### src/rtl/lut_phase_gen.sv
// ---------------------------------------------------------------------------
// lut_phase_gen
//
// Phase-accumulator front end for a table-lookup waveform generator. A
// PHASE_W-bit accumulator advances by a programmable tuning word. The top
// ADDRW bits of the accumulator address an external, combinational LUT.
// The returned LUT data is captured into a registered sample. The sample is
// handed to the consumer through a valid/ready handshake.
//
// Parameters
//   PHASE_W : accumulator and tuning word width
//   ADDRW   : LUT address width (must be <= PHASE_W)
//   WIDTH   : LUT data / sample width
//
// Ports
//   clk_in           : clock, all state changes on its rising edge
//   rst_in_n         : asynchronous active-low reset
//   en_in            : run enable for phase advance
//   tune_word_in     : new phase increment
//   tune_load_in     : load strobe for tune_word_in
//   phase_clr_in     : synchronous accumulator clear
//   rom_addr_out     : LUT address, taken straight from the accumulator
//   rom_data_in      : LUT data for rom_addr_out (combinational)
//   sample_out       : registered sample
//   sample_valid_out : sample_out holds an unconsumed sample
//   sample_ready_in  : consumer accepts sample_out
//   wrap_out         : one-cycle pulse when the accumulator overflows
// ---------------------------------------------------------------------------
module lut_phase_gen #(
    parameter int PHASE_W = 24,
    parameter int ADDRW   = 8,
    parameter int WIDTH   = 8
) (
    input  logic               clk_in,
    input  logic               rst_in_n,
    input  logic               en_in,
    input  logic [PHASE_W-1:0] tune_word_in,
    input  logic               tune_load_in,
    input  logic               phase_clr_in,
    output logic [ADDRW-1:0]   rom_addr_out,
    input  logic [WIDTH-1:0]   rom_data_in,
    output logic [WIDTH-1:0]   sample_out,
    output logic               sample_valid_out,
    input  logic               sample_ready_in,
    output logic               wrap_out
);

    typedef enum logic [1:0] {
        IDLE  = 2'd0,
        RUN   = 2'd1,
        STALL = 2'd2
    } state_t;

    state_t             state_reg, state_next;
    logic [PHASE_W-1:0] acc_reg, acc_next;
    logic [PHASE_W-1:0] tune_reg, tune_next;
    logic [WIDTH-1:0]   sample_next;
    logic               valid_next;
    logic               wrap_next;

    logic               advance;
    logic [PHASE_W:0]   sum_full;   // extra MSB is the overflow carry

    // The LUT is asynchronous: its address comes from the accumulator
    // directly. The data it returns this cycle is what an advance captures.
    assign rom_addr_out = acc_reg[PHASE_W-1 -: ADDRW];

    assign sum_full = {1'b0, acc_reg} + {1'b0, tune_reg};

    // A new sample may be produced only when the output slot is empty or is
    // being emptied this cycle. This is what keeps a stalled sample from
    // being overwritten. It also keeps the phase from skipping.
    assign advance = en_in && !phase_clr_in &&
                     (!sample_valid_out || sample_ready_in);

    // -----------------------------------------------------------------------
    // Next-state / datapath logic
    // -----------------------------------------------------------------------
    always_comb begin
        acc_next    = acc_reg;
        tune_next   = tune_reg;
        sample_next = sample_out;
        valid_next  = sample_valid_out;
        wrap_next   = 1'b0;

        if (phase_clr_in) begin
            acc_next = '0;
        end else if (advance) begin
            acc_next = sum_full[PHASE_W-1:0];
            wrap_next = sum_full[PHASE_W];
        end

        if (advance) begin
            sample_next = rom_data_in;
            valid_next  = 1'b1;
        end else if (sample_valid_out && sample_ready_in) begin
            // The consumer took the sample and nothing replaces it. This
            // also applies during a clear. The clear itself never touches
            // the output slot, but a completed handshake still retires
            // the sample, so it cannot be seen twice.
            valid_next = 1'b0;
        end

        // The load lands at the end of the cycle. An advance in the same
        // cycle has already used the previous increment.
        if (tune_load_in) begin
            tune_next = tune_word_in;
        end
    end

    // -----------------------------------------------------------------------
    // Control state: next-state logic
    // -----------------------------------------------------------------------
    always_comb begin
        state_next = state_reg;
        unique case (state_reg)
            IDLE: begin
                if (en_in) begin
                    state_next = RUN;
                end
            end
            RUN: begin
                if (!en_in) begin
                    state_next = IDLE;
                end else if (sample_valid_out && !sample_ready_in) begin
                    state_next = STALL;
                end
            end
            STALL: begin
                // A held sample pins the state here, even if en_in drops.
                if (sample_ready_in) begin
                    state_next = en_in ? RUN : IDLE;
                end
            end
            default: state_next = IDLE;
        endcase
    end

    // -----------------------------------------------------------------------
    // Registers
    // -----------------------------------------------------------------------
    always_ff @(posedge clk_in or negedge rst_in_n) begin
        if (!rst_in_n) begin
            state_reg        <= IDLE;
            acc_reg          <= '0;
            tune_reg         <= '0;
            sample_out       <= '0;
            sample_valid_out <= 1'b0;
            wrap_out         <= 1'b0;
        end else begin
            state_reg        <= state_next;
            acc_reg          <= acc_next;
            tune_reg         <= tune_next;
            sample_out       <= sample_next;
            sample_valid_out <= valid_next;
            wrap_out         <= wrap_next;
        end
    end

endmodule

### config.mk
export PLATFORM = sky130hd
export DESIGN_NAME = lut_phase_gen
export DESIGN_NICKNAME = d
export VERILOG_FILES = /design/src/rtl/lut_phase_gen.sv
export SDC_FILE = /design/constraint.sdc
export NUM_CORES = 1
export LEC_CHECK = 0
export ABC_AREA = 1
export BUFFER_PORTS_ARGS = -buffer_cell sky130_fd_sc_hd__clkbuf_2
export CELL_PAD_IN_SITES_DETAIL_PLACEMENT = 1
export CELL_PAD_IN_SITES_GLOBAL_PLACEMENT = 2
export CORE_MARGIN = 2
export CORE_UTILIZATION = 34
export CTS_BUF_LIST = sky130_fd_sc_hd__clkbuf_4 sky130_fd_sc_hd__clkbuf_8
export DETAILED_ROUTE_END_ITERATION = 16
export PLACE_DENSITY = 0.9
export SYNTH_ARGS = -nofsm -noshare
export SYNTH_HDL_FRONTEND = slang
export SYNTH_SLANG_ARGS = --single-unit
### constraint.sdc
create_clock -name clk_in -period 2.7 [get_ports clk_in]
set_clock_uncertainty 0.2 [all_clocks]
set_input_delay 0.54 -clock clk_in [delete_from_list [all_inputs] [get_ports clk_in]]
set_output_delay 0.54 -clock clk_in [all_outputs]
set_load 0.005 [all_outputs]
# Word-level counts from Yosys, hierarchy flattened
# Index checks and enable logic that the tools add are counted.
[word_totals]
reg_bits = 58
output_inout_bits = 18
[op_classes]
n_mux = 6
addsub = 1
reduce_logical = 8
[op_table]
columns = ["cell", "count"]
rows = [
  ["24-bit two-way mux", 2],
  ["24-bit by 24-bit adder with 25-bit output", 1],
  ["1-bit two-way mux", 4],
  ["2-bit nonzero test", 2],
  ["1-bit logical AND", 3],
  ["1-bit logical NOT", 2],
  ["1-bit logical OR", 1],
]

# Logic depth before layout (Yosys ltp)
# Gate-level depths: netlist of run 1.
[logic_depth]
ltp_word = 5
depth_mapped = 13
depth_no_buf = 13

# Worst setup path before layout of run 1
# OpenSTA, ideal clock, no wires.
[synth_timing]
kind = "register to register"
startpoint = "register acc_reg[0]"
endpoint = "register wrap_out"
slack_ns = 0.655
arrival_ns = 1.732
stages_incl_launch_ff = 13
setup_ns = 0.113
required_ns = 2.387
cell_sequence = "dfrtp_1 ha_1 fa_1 nand3_1 inv_1 nor2_1 inv_1 nand3_2 nand3_2 nand2_1 nand2_1 nand2_1 inv_1"
[synth_between]
elab_chain_cells = 3
[synth_lines]
columns = ["element", "line", "text"]
rows = [
  ["start, declared", "55", "logic [PHASE_W-1:0] acc_reg, acc_next;"],
  ["start signal, assigned", "152", "acc_reg <= acc_next;"],
  ["24-bit by 24-bit adder with 25-bit output", "68", "assign sum_full = {1'b0, acc_reg} + {1'b0, tune_reg};"],
  ["1-bit two-way mux", "88", "end else if (advance) begin"],
  ["1-bit two-way mux", "86", "if (phase_clr_in) begin"],
  ["via wrap_next", "59", "logic wrap_next;"],
  ["end signal, assigned", "156", "wrap_out <= wrap_next;"],
  ["end, declared", "45", "output logic wrap_out"],
]
# The timed path passes the listed nets, and every way through them passes these cells.
# A chain may end at the register's enable or synchronous reset.

# Worst setup path after layout of run 1
# Same ends and word-level chain as after synthesis.

==> flow_metrics.env, run 1 <==
export IMPL_grt_max_degree=27
export IMPL_drc_errors=0
export IMPL_ir_worst_vdd_mv=0.341
export IMPL_htreeDepth=3
export IMPL_finalHoldViolCount=0
export IMPL_p_leak_nw=2.65
export IMPL_grt_pass1_wl_mm=18.7
export IMPL_cts_sinks=58
export IMPL_clk_pin_slew_ps=70
export IMPL_vias_per_cell=4.81
export IMPL_hp_class="primary input to register"
export IMPL_netlist_area_mm2=0.00395
export IMPL_io_pins=56
export IMPL_finalSetupViolCount=0
export IMPL_timing_max_cap_violations=0
export IMPL_portBuffers=55
export IMPL_crit_family="adder cells"
export IMPL_tightest_slew_ps=734
export IMPL_grt_antenna_before_repair=0
export IMPL_path_class="register to register"
export IMPL_die_area_mm2=0.0125
export IMPL_clockBufferDepth=2
export IMPL_clock_latency_ps=350
export IMPL_drtIter0Drc=134
export IMPL_yosys_warnings=0
export IMPL_slew_headroom_pct=51.1
export IMPL_dp_hpwl_mm=8.92
export IMPL_nets=673
export IMPL_firstDrtPassIters=4
export IMPL_rsz0062_at_grt="false"
export IMPL_overflow=0
export IMPL_syn_nets=616
export IMPL_min_period_ps=2310
export IMPL_status="finished, final reports clean"
export IMPL_antenna_cells=0
export IMPL_syn_area_per_cell_um2=7.15
export IMPL_syn2layout_area_growth_pct=17.4
export IMPL_ant_nets=0
export IMPL_drive_gt1_share_pct=19.5
export IMPL_cts_buffers=9
export IMPL_core_area_mm2=0.0114
export IMPL_slew_viol_final=0
export IMPL_slowest_stage="fa_1"
export IMPL_endpoint_kind="register"
export IMPL_finalWeightedCongestion=0.881
export IMPL_start_kind="register"
export IMPL_max_freq_ghz=0.433
export IMPL_critPathRequiredTime_ps=2750
export IMPL_start_util_pct=34.8
export IMPL_die_w_um=112
export IMPL_final_core_util_pct=40.8
export IMPL_ys_ff_latch=58
export IMPL_wirelength_mm=11.1
export IMPL_period_share_pct=85.5
export IMPL_synthCells=553
export IMPL_root_buffer="clkbuf_8"
export IMPL_setup_tns_ps=0
export IMPL_cts_resized=0
export IMPL_yosysSeqAreaShare_pct=36.7
export IMPL_cp_max_fo=5
export IMPL_grt_pass1_vias=3898
export IMPL_fillers=1470
export IMPL_crit_path_cell_trace="ha_1 -> fa_1 -> nand3_1 -> inv_1 -> nor2_1 -> inv_1 -> nand3_2 -> nand3_2 -> nand2_1 -> nand2_1 -> nand2_1 -> inv_1"
export IMPL_cts_tree="yes"
export IMPL_grt_total_usage_pct=18.9
export IMPL_rows=39
export IMPL_die_h_um=112
export IMPL_ys_types=28
export IMPL_arrival_ps=2360
export IMPL_p_per_area_mw_per_mm2=721
export IMPL_vias=3647
export IMPL_critPathMaxStageDelay_ps=430
export IMPL_cp_num_buf_inv=3
export IMPL_wl_per_cell_um=14.7
-- logic make-up after synthesis --
kind of cell / count (synthesis) / synth area share [%]
AO/OA/AOI/OAI: 36 / 4.91
XOR/XNOR: 1 / 0.222
adder cells (fa/ha/maj): 25 / 8.10
buffers and inverters: 101 / 10.5
flip-flops: 58 / 36.7
multiplexers: 24 / 6.84
AND/OR/NAND/NOR: 308 / 32.7
-- power by group --
group	switching (W)	internal, W	leakage (nW)
sequential	0.0000891	0.000995	0.724
clock	0.000396	0.000706	0.129
combinational	0.000744	0.000418	1.79
total	0.00123	0.00212	2.65
-- cell type report --
cell class	count	area (µm²)	area share, %
multi-input cells	394	2080	44.9
flip-flops and latches	58	1450	31.3
inverters	85	319	6.87
clock buffers	9	124	2.67
well taps	143	179	3.85
repair buffers	62	343	7.39
clock inverters	7	141	3.05
-- placed cells by master (no fill, tap or decap), types with 2 or more instances in the layout --
cell type  instances
inv_1             83
a21oi_1           17
nand2_2            5
o21ai_1            4
bufinv_16          4
nand4_1            5
nor2_4             2
clkbuf_2          55
a22o_1             2
buf_4              5
dfrtp_1           58
nor2_2             6
o21ai_0           11
mux2_2            24
nand3_1           27
clkbuf_8           9
ha_1              24
nand3b_1           4
nor3_1             3
nand2_1          224
nor2_1            27
nand3_2            4
-- worst min-delay path, cell delays in order --
cell	delay [ps]
clkbuf_2	80
nand2_1	40
nand2_1	50
-- metrics by stage --
| step | hold slack, ps | setup WS, ps | instances | power [W] | area (µm²) |
|---|---|---|---|---|---|
| after floorplan | 44.4 | 655 | 553 | 0.00192 | 3950 |
| after global placement | 266 | 502 | 741 | 0.00222 | 4370 |
| after detailed placement | 277 | 383 | 741 | 0.00227 | 4370 |
| after CTS | 163 | 373 | 758 | 0.00339 | 4640 |
| after global routing | 173 | 160 | 758 | 0.00361 | 4640 |
| final | 182 | 391 | 758 | 0.00335 | 4640 |
-- synthesized netlist by cell type --
| master | instances | area share, % |
|---|---|---|
| nand2_1 | 224 | 21 |
| xnor2_1 | 1 | 0.22 |
| nor2_2 | 6 | 0.95 |
| o21ai_2 | 1 | 0.22 |
| mux2_2 | 24 | 6.8 |
| nor2_4 | 2 | 0.57 |
| o21ai_1 | 4 | 0.51 |
| inv_1 | 83 | 7.9 |
| a21oi_1 | 17 | 2.2 |
| nand3b_1 | 4 | 0.76 |
| nand2_2 | 5 | 0.79 |
| buf_4 | 8 | 1.5 |
| nand3_1 | 27 | 3.4 |
| clkbuf_1 | 2 | 0.19 |
| a22o_1 | 2 | 0.44 |
| o21bai_1 | 1 | 0.19 |
| or2_0 | 1 | 0.16 |
| dfrtp_1 | 58 | 37 |
| nor3_1 | 3 | 0.38 |
| nand3_2 | 4 | 1.0 |
| inv_2 | 1 | 0.095 |
| clkinv_1 | 1 | 0.095 |
| nor2_1 | 27 | 2.6 |
| fa_1 | 1 | 0.51 |
| o21ai_0 | 11 | 1.4 |
| nand4_1 | 5 | 0.79 |
| buf_2 | 6 | 0.76 |
| ha_1 | 24 | 7.6 |
-- routing by layer --
metal  up-vias  wire length [µm]  track usage [%]
met2        69              5350             32.4
li1       1829                 -                -
met3        13               449             3.92
met4         0               161             5.68
met5         -                 0                0
met1      1736              5150             24.1
-- what timing repair did --
item,4_1_cts,5_1_grt
buffers inserted,0,0
hold buffers,1,0
hold endpoints to repair,13,0
endpoints found under the setup margin,0,0
-- final timing paths --
kind                                startpoint               end  slack, ps  depth (start not counted)
worst max-delay path                acc_reg[0]          wrap_out        390                         12
worst max register to register      acc_reg[0]          wrap_out        390                         12
max in group asynchronous             rst_in_n       acc_reg[18]       1200                          3
worst min-delay path            rom_data_in[6]     sample_out[6]        180                          3
worst min register to register      acc_reg[9]        acc_reg[9]        290                          2
min in group asynchronous             rst_in_n  sample_valid_out        460                          2
Note: power is estimated with default switching activity, not from simulation.
==> inputs of run 2 (changes only) <==
Clock period 2.7 ns to 2.3 ns, I/O delays scaled along.
==> run 2 against run 1 <==
  * Final area stayed put
  * Critical endpoint unchanged
  * Combinational power is 19% higher
  * Die area stayed put
  * Sequential power is 18% higher
  * Clock power is 4% higher
  * Non-clock buffer count stayed put
  * Sequential share of layout area stayed put
  * Global-route usage is 0.16 points lower
  * Critical path depth is 1 lower
  * Register-to-register slack worse by 170 ps
  * Worst setup slack worse by 170 ps
  * Routed wire length is 2.3% lower
  * Highest routed layer unchanged
==> flow_metrics.env, run 2 (same netlist as run 1, synthesis figures left out) <==
export IMPL_vias=3599
export IMPL_antenna_cells=0
export IMPL_finalSetupViolCount=0
export IMPL_die_w_um=112
export IMPL_layoutNonFillerInstCount=758
export IMPL_p_per_area_mw_per_mm2=816
export IMPL_slew_headroom_pct=74.5
export IMPL_status="finished, final reports clean"
export IMPL_ir_worst_vdd_mv=0.344
export IMPL_critPathRequiredTime_ps=2350
export IMPL_timing_max_cap_violations=0
export IMPL_min_period_ps=2070
export IMPL_ant_nets=0
export IMPL_cts_buffers=9
export IMPL_final_core_util_pct=40.8
export IMPL_p_leak_nw=2.64
export IMPL_slowest_stage="dfrtp_1"
export IMPL_cp_num_buf_inv=3
export IMPL_start_kind="register"
export IMPL_root_buffer="clkbuf_8"
export IMPL_rows=39
export IMPL_reg2reg_setup_slack_ps=230
export IMPL_htreeDepth=3
export IMPL_core_area_mm2=0.0114
export IMPL_cts_tree="yes"
export IMPL_syn2layout_area_growth_pct=17.4
export IMPL_clk_pin_slew_ps=70
export IMPL_clock_latency_ps=360
export IMPL_dp_hpwl_mm=8.57
export IMPL_crit_path_cell_trace="ha_1 -> nand2_1 -> inv_1 -> nand2_1 -> inv_1 -> a21oi_1 -> nand3_2 -> nand2_1 -> nand2_1 -> nand2_1 -> inv_1"
export IMPL_slew_viol_final=0
export IMPL_overflow=0
export IMPL_final_common_cell="nand2_1"
export IMPL_io_pins=56
export IMPL_fillers=1473
export IMPL_crit_family="simple AND/OR/NAND/NOR gates"
export IMPL_endpoint_kind="register"
export IMPL_crit_top_cell="nand2_1"
export IMPL_wirelength_mm=10.9
export IMPL_dpl_cell_count=741
export IMPL_finalWeightedCongestion=0.897
export IMPL_wl_per_cell_um=14.3
export IMPL_die_h_um=112
export IMPL_grt_total_usage_pct=18.8
export IMPL_nets=673
export IMPL_grt_pass1_wl_mm=18.7
export IMPL_drtIter0Drc=77
export IMPL_max_freq_ghz=0.482
export IMPL_grt_pass1_vias=3910
export IMPL_grt_max_degree=59
export IMPL_period_share_pct=90.2
export IMPL_cts_sinks=58
export IMPL_portBuffers=55
export IMPL_start_util_pct=34.8
export IMPL_final_cell_mix="223 x nand2_1, 83 x inv_1, 58 x dfrtp_1"
export IMPL_finalHoldViolCount=0
export IMPL_vias_per_cell=4.75
export IMPL_path_class="register to register"
export IMPL_firstDrtPassIters=4
export IMPL_clockBufferDepth=2
export IMPL_tightest_slew_ps=383
export IMPL_rsz0062_at_grt="false"
export IMPL_drive_gt1_share_pct=20.3
export IMPL_critPathMaxStageDelay_ps=420
export IMPL_grt_antenna_before_repair=0
export IMPL_arrival_ps=2130
export IMPL_drc_errors=0
export IMPL_die_area_mm2=0.0125
export IMPL_cp_max_fo=5
export IMPL_setup_tns_ps=0
export IMPL_hp_class="primary input to register"
## run 2: cell types whose count changed in the layout (fill, tap and decap cells not counted), sizes merged
cell | before | now
bufinv | 4 | 2
clkinv | 3 | 2
clkbuf | 64 | 67
## run 2: tightest hold or removal path, delay by kind of cell
family,cells,cell delay [ps]
buffers and inverters,1,70
and+or+nand+nor,2,80
## run 2: worst paths after layout
path                                 from             to  depth (start not counted)
max in group asynchronous        rst_in_n   tune_reg[18]                          3
min reg2reg                 sample_out[6]  sample_out[6]                          2
min in group asynchronous        rst_in_n     acc_reg[7]                          3
max                           acc_reg[16]       wrap_out                         11
max reg2reg                   acc_reg[16]       wrap_out                         11
min                        rom_data_in[7]  sample_out[7]                          3
## run 2: final cells by class
cell class / instances / area (µm²) / area share (%)
clock buffer: 12 / 165 / 3.56
clock inverter: 4 / 72.6 / 1.56
inverter: 85 / 319 / 6.87
multi-input combinational: 394 / 2100 / 45.2
sequential: 58 / 1450 / 31.3
tap: 143 / 179 / 3.85
timing repair buffer: 62 / 355 / 7.65
## run 2: timing repair
| action | in CTS | in global routing |
|---|---|---|
| resized for setup | 0 | 5 |
| buffers inserted | 0 | 0 |
| endpoints found under the setup margin | 0 | 6 |
| hold buffers | 1 | 0 |
| hold endpoints to repair | 58 | 0 |
## run 2: stage by stage
stage | setup WS (ps) | hold WS, ps | power [W] | area [µm²]
final | 225 | 95.3 | 0.00379 | 4640
after detailed placement | 109 | 273 | 0.00267 | 4380
after global routing | 33.2 | 111 | 0.00408 | 4640
after floorplan | 255 | -35.6 | 0.00225 | 3950
after CTS | 92.5 | 83.6 | 0.00383 | 4630
after global placement | 172 | 266 | 0.00261 | 4380
## run 2: routing by layer
layer | GRT usage (%) | part of all wire [%]
met1 | 24.1 | 48
met2 | 32.1 | 48
met3 | 3.16 | 3.0
met4 | 6.42 | 1.6
met5 | 0 | 0
## run 2: power by group
group | switching (W) | internal [W] | total, W
clock | 0.000446 | 0.000697 | 0.00114
combinational | 0.000879 | 0.000500 | 0.00138
sequential | 0.0000993 | 0.00117 | 0.00127
total | 0.00142 | 0.00236 | 0.00379
==> inputs of run 3 (changes only) <==
Settings changed: CORE_ASPECT_RATIO from default to 0.5, HOLD_SLACK_MARGIN from default to 0.1.
==> run 3 against run 2 <==
  * Worst hold slack gained 25 ps
  * Global-route usage grew 1.5 points
  * Combinational power grew 4%
  * Largest power group unchanged
==> flow_metrics.env, run 3 (same netlist as run 1, synthesis figures left out) <==
export IMPL_final_common_cell="nand2_1"
export IMPL_ant_nets=0
export IMPL_cp_num_buf_inv=2
export IMPL_hold_depth=2
export IMPL_grt_pass1_vias=3933
export IMPL_min_period_ps=2120
export IMPL_layoutNonFillerInstCount=772
export IMPL_firstDrtPassIters=4
export IMPL_die_h_um=80.2
export IMPL_antenna_cells=0
export IMPL_reg2reg_setup_slack_ps=180
export IMPL_cts_sinks=58
export IMPL_finalHoldViolCount=0
export IMPL_tightest_slew_ps=328
export IMPL_clockBufferDepth=2
export IMPL_worstHoldEndpoint="tune_reg[3]"
export IMPL_status="finished, final reports clean"
export IMPL_grt_antenna_before_repair=0
export IMPL_p_per_area_mw_per_mm2=801
export IMPL_slew_headroom_pct=78.1
export IMPL_worstReg2RegStart="acc_reg[0]"
export IMPL_vias_per_cell=4.77
export IMPL_hp_class="primary input to register"
export IMPL_die_area_mm2=0.0126
export IMPL_reg2reg_to="acc_reg[16]"
export IMPL_whs_ps=120
export IMPL_core_area_mm2=0.0111
export IMPL_hold_start="tune_word_in[3]"
export IMPL_timing_max_cap_violations=0
export IMPL_setup_tns_ps=0
export IMPL_crit_path_cell_trace="ha_2 -> fa_2 -> nand3_1 -> inv_1 -> nor2_1 -> buf_4 -> o21ai_2 -> nand2_1 -> nand3b_1 -> nand3_1 -> nand2_1"
export IMPL_clock_latency_ps=370
export IMPL_drive_gt1_share_pct=20.4
export IMPL_syn2layout_area_growth_pct=19.9
export IMPL_slowest_stage="dfrtp_1"
export IMPL_cts_tree="yes"
export IMPL_r2r_worst_path_cells=11
export IMPL_io_pins=56
export IMPL_crit_family="adder cells"
export IMPL_drtIter0Drc=138
export IMPL_critPathRequiredTime_ps=2350
export IMPL_arrival_ps=2180
export IMPL_start_kind="register"
export IMPL_nets=685
export IMPL_drc_errors=0
export IMPL_finalSetupViolCount=0
export IMPL_slew_viol_final=0
export IMPL_clk_pin_slew_ps=80
export IMPL_period_share_pct=92.3
export IMPL_ir_worst_vdd_mv=0.252
export IMPL_cts_setup_buffers=0
export IMPL_wl_per_cell_um=14.9
export IMPL_start_util_pct=35.5
export IMPL_max_freq_ghz=0.471
export IMPL_p_leak_nw=2.68
export IMPL_die_w_um=156
export IMPL_vias=3686
export IMPL_rows=27
export IMPL_dp_hpwl_mm=8.91
export IMPL_grt_pass1_wl_mm=19.5
export IMPL_finalWeightedCongestion=0.870
export IMPL_rsz0062_at_grt="false"
export IMPL_grt_max_degree=59
export IMPL_final_cell_mix="224 x nand2_1, 83 x inv_1, 58 x dfrtp_1"
export IMPL_cts_buffers=9
export IMPL_grt_total_usage_pct=20.3
export IMPL_dpl_cell_count=747
export IMPL_endpoint_kind="register"
export IMPL_portBuffers=55
export IMPL_htreeDepth=3
export IMPL_overflow=0
export IMPL_critPathMaxStageDelay_ps=390
export IMPL_root_buffer="clkbuf_8"
export IMPL_path_class="register to register"
export IMPL_wirelength_mm=11.5
export IMPL_cp_max_fo=5
-- run 3: cell count changes in the layout (fill, tap and decap cells not counted), moves of 2 or more --
| cell | change |
|---|---|
| buf_4 | +4 |
| clkbuf_8 | -3 |
| dlygate4sd3_1 | +8 |
| inv_6 | +2 |
-- run 3: worst reg2reg max path, delay by kind of cell (launching register included) --
family,cells,cell delay (ps)
compound gates,1,70
flops,1,390
simple gates,6,540
fa+ha+maj,2,600
buf+inv,2,220
-- run 3: power breakdown --
group | total (W) | switching (W) | internal, W
logic | 0.00143 | 0.000906 | 0.000521
registers | 0.00127 | 0.000101 | 0.00117
clock network | 0.00110 | 0.000482 | 0.000618
total | 0.00380 | 0.00149 | 0.00231
-- run 3: how the worst max path moves through the flow --
stage	from	endpoint	slack [ps]	depth (start not counted)
final	acc_reg[0]	acc_reg[16]	180	11
after CTS	acc_reg[0]	acc_reg[16]	50	11
after global placement	acc_reg[0]	acc_reg[16]	170	11
after global routing	acc_reg[4]	acc_reg[13]	3	10
after detailed placement	acc_reg[0]	acc_reg[16]	70	11
after floorplan	acc_reg[0]	wrap_out	260	12
-- run 3: repair_timing --
action | 4_1_cts | 5_1_grt
hold buffers | 9 | 0
gates resized for setup | 0 | 4
hold endpoints to repair | 66 | 0
endpoints found under the setup margin | 0 | 11
-- run 3: layout make-up --
| class | count | area (µm²) |
|---|---|---|
| Fill cell | 1400 | 6410 |
| Multi-Input combinational cell | 394 | 2100 |
| Sequential cell | 58 | 1450 |
| Timing Repair Buffer | 74 | 465 |
| Inverter | 85 | 319 |
| Tap cell | 145 | 181 |
| Clock buffer | 9 | 124 |
| Clock inverter | 7 | 101 |
-- run 3: metrics by stage --
step	util [%]	setup slack, ps	area, µm²	power (W)
floorplan	-	255	3950	0.00225
global placement	39.6	173	4410	0.00265
detailed placement	39.6	67.0	4410	0.00269
CTS	42.4	48.5	4730	0.00383
global route	42.5	3.36	4740	0.00410
finish	42.5	178	4740	0.00380
-- run 3: per-layer routing --
metal | up-vias | global-route usage [%] | wire length, µm | part of all wire, %
met5 | - | 0 | 0 | 0
met3 | 13 | 5.13 | 522 | 4.5
met1 | 1752 | 28.4 | 6070 | 53
met4 | 0 | 5.69 | 127 | 1.1
li1 | 1859 | - | - | -
met2 | 62 | 31.2 | 4820 | 42
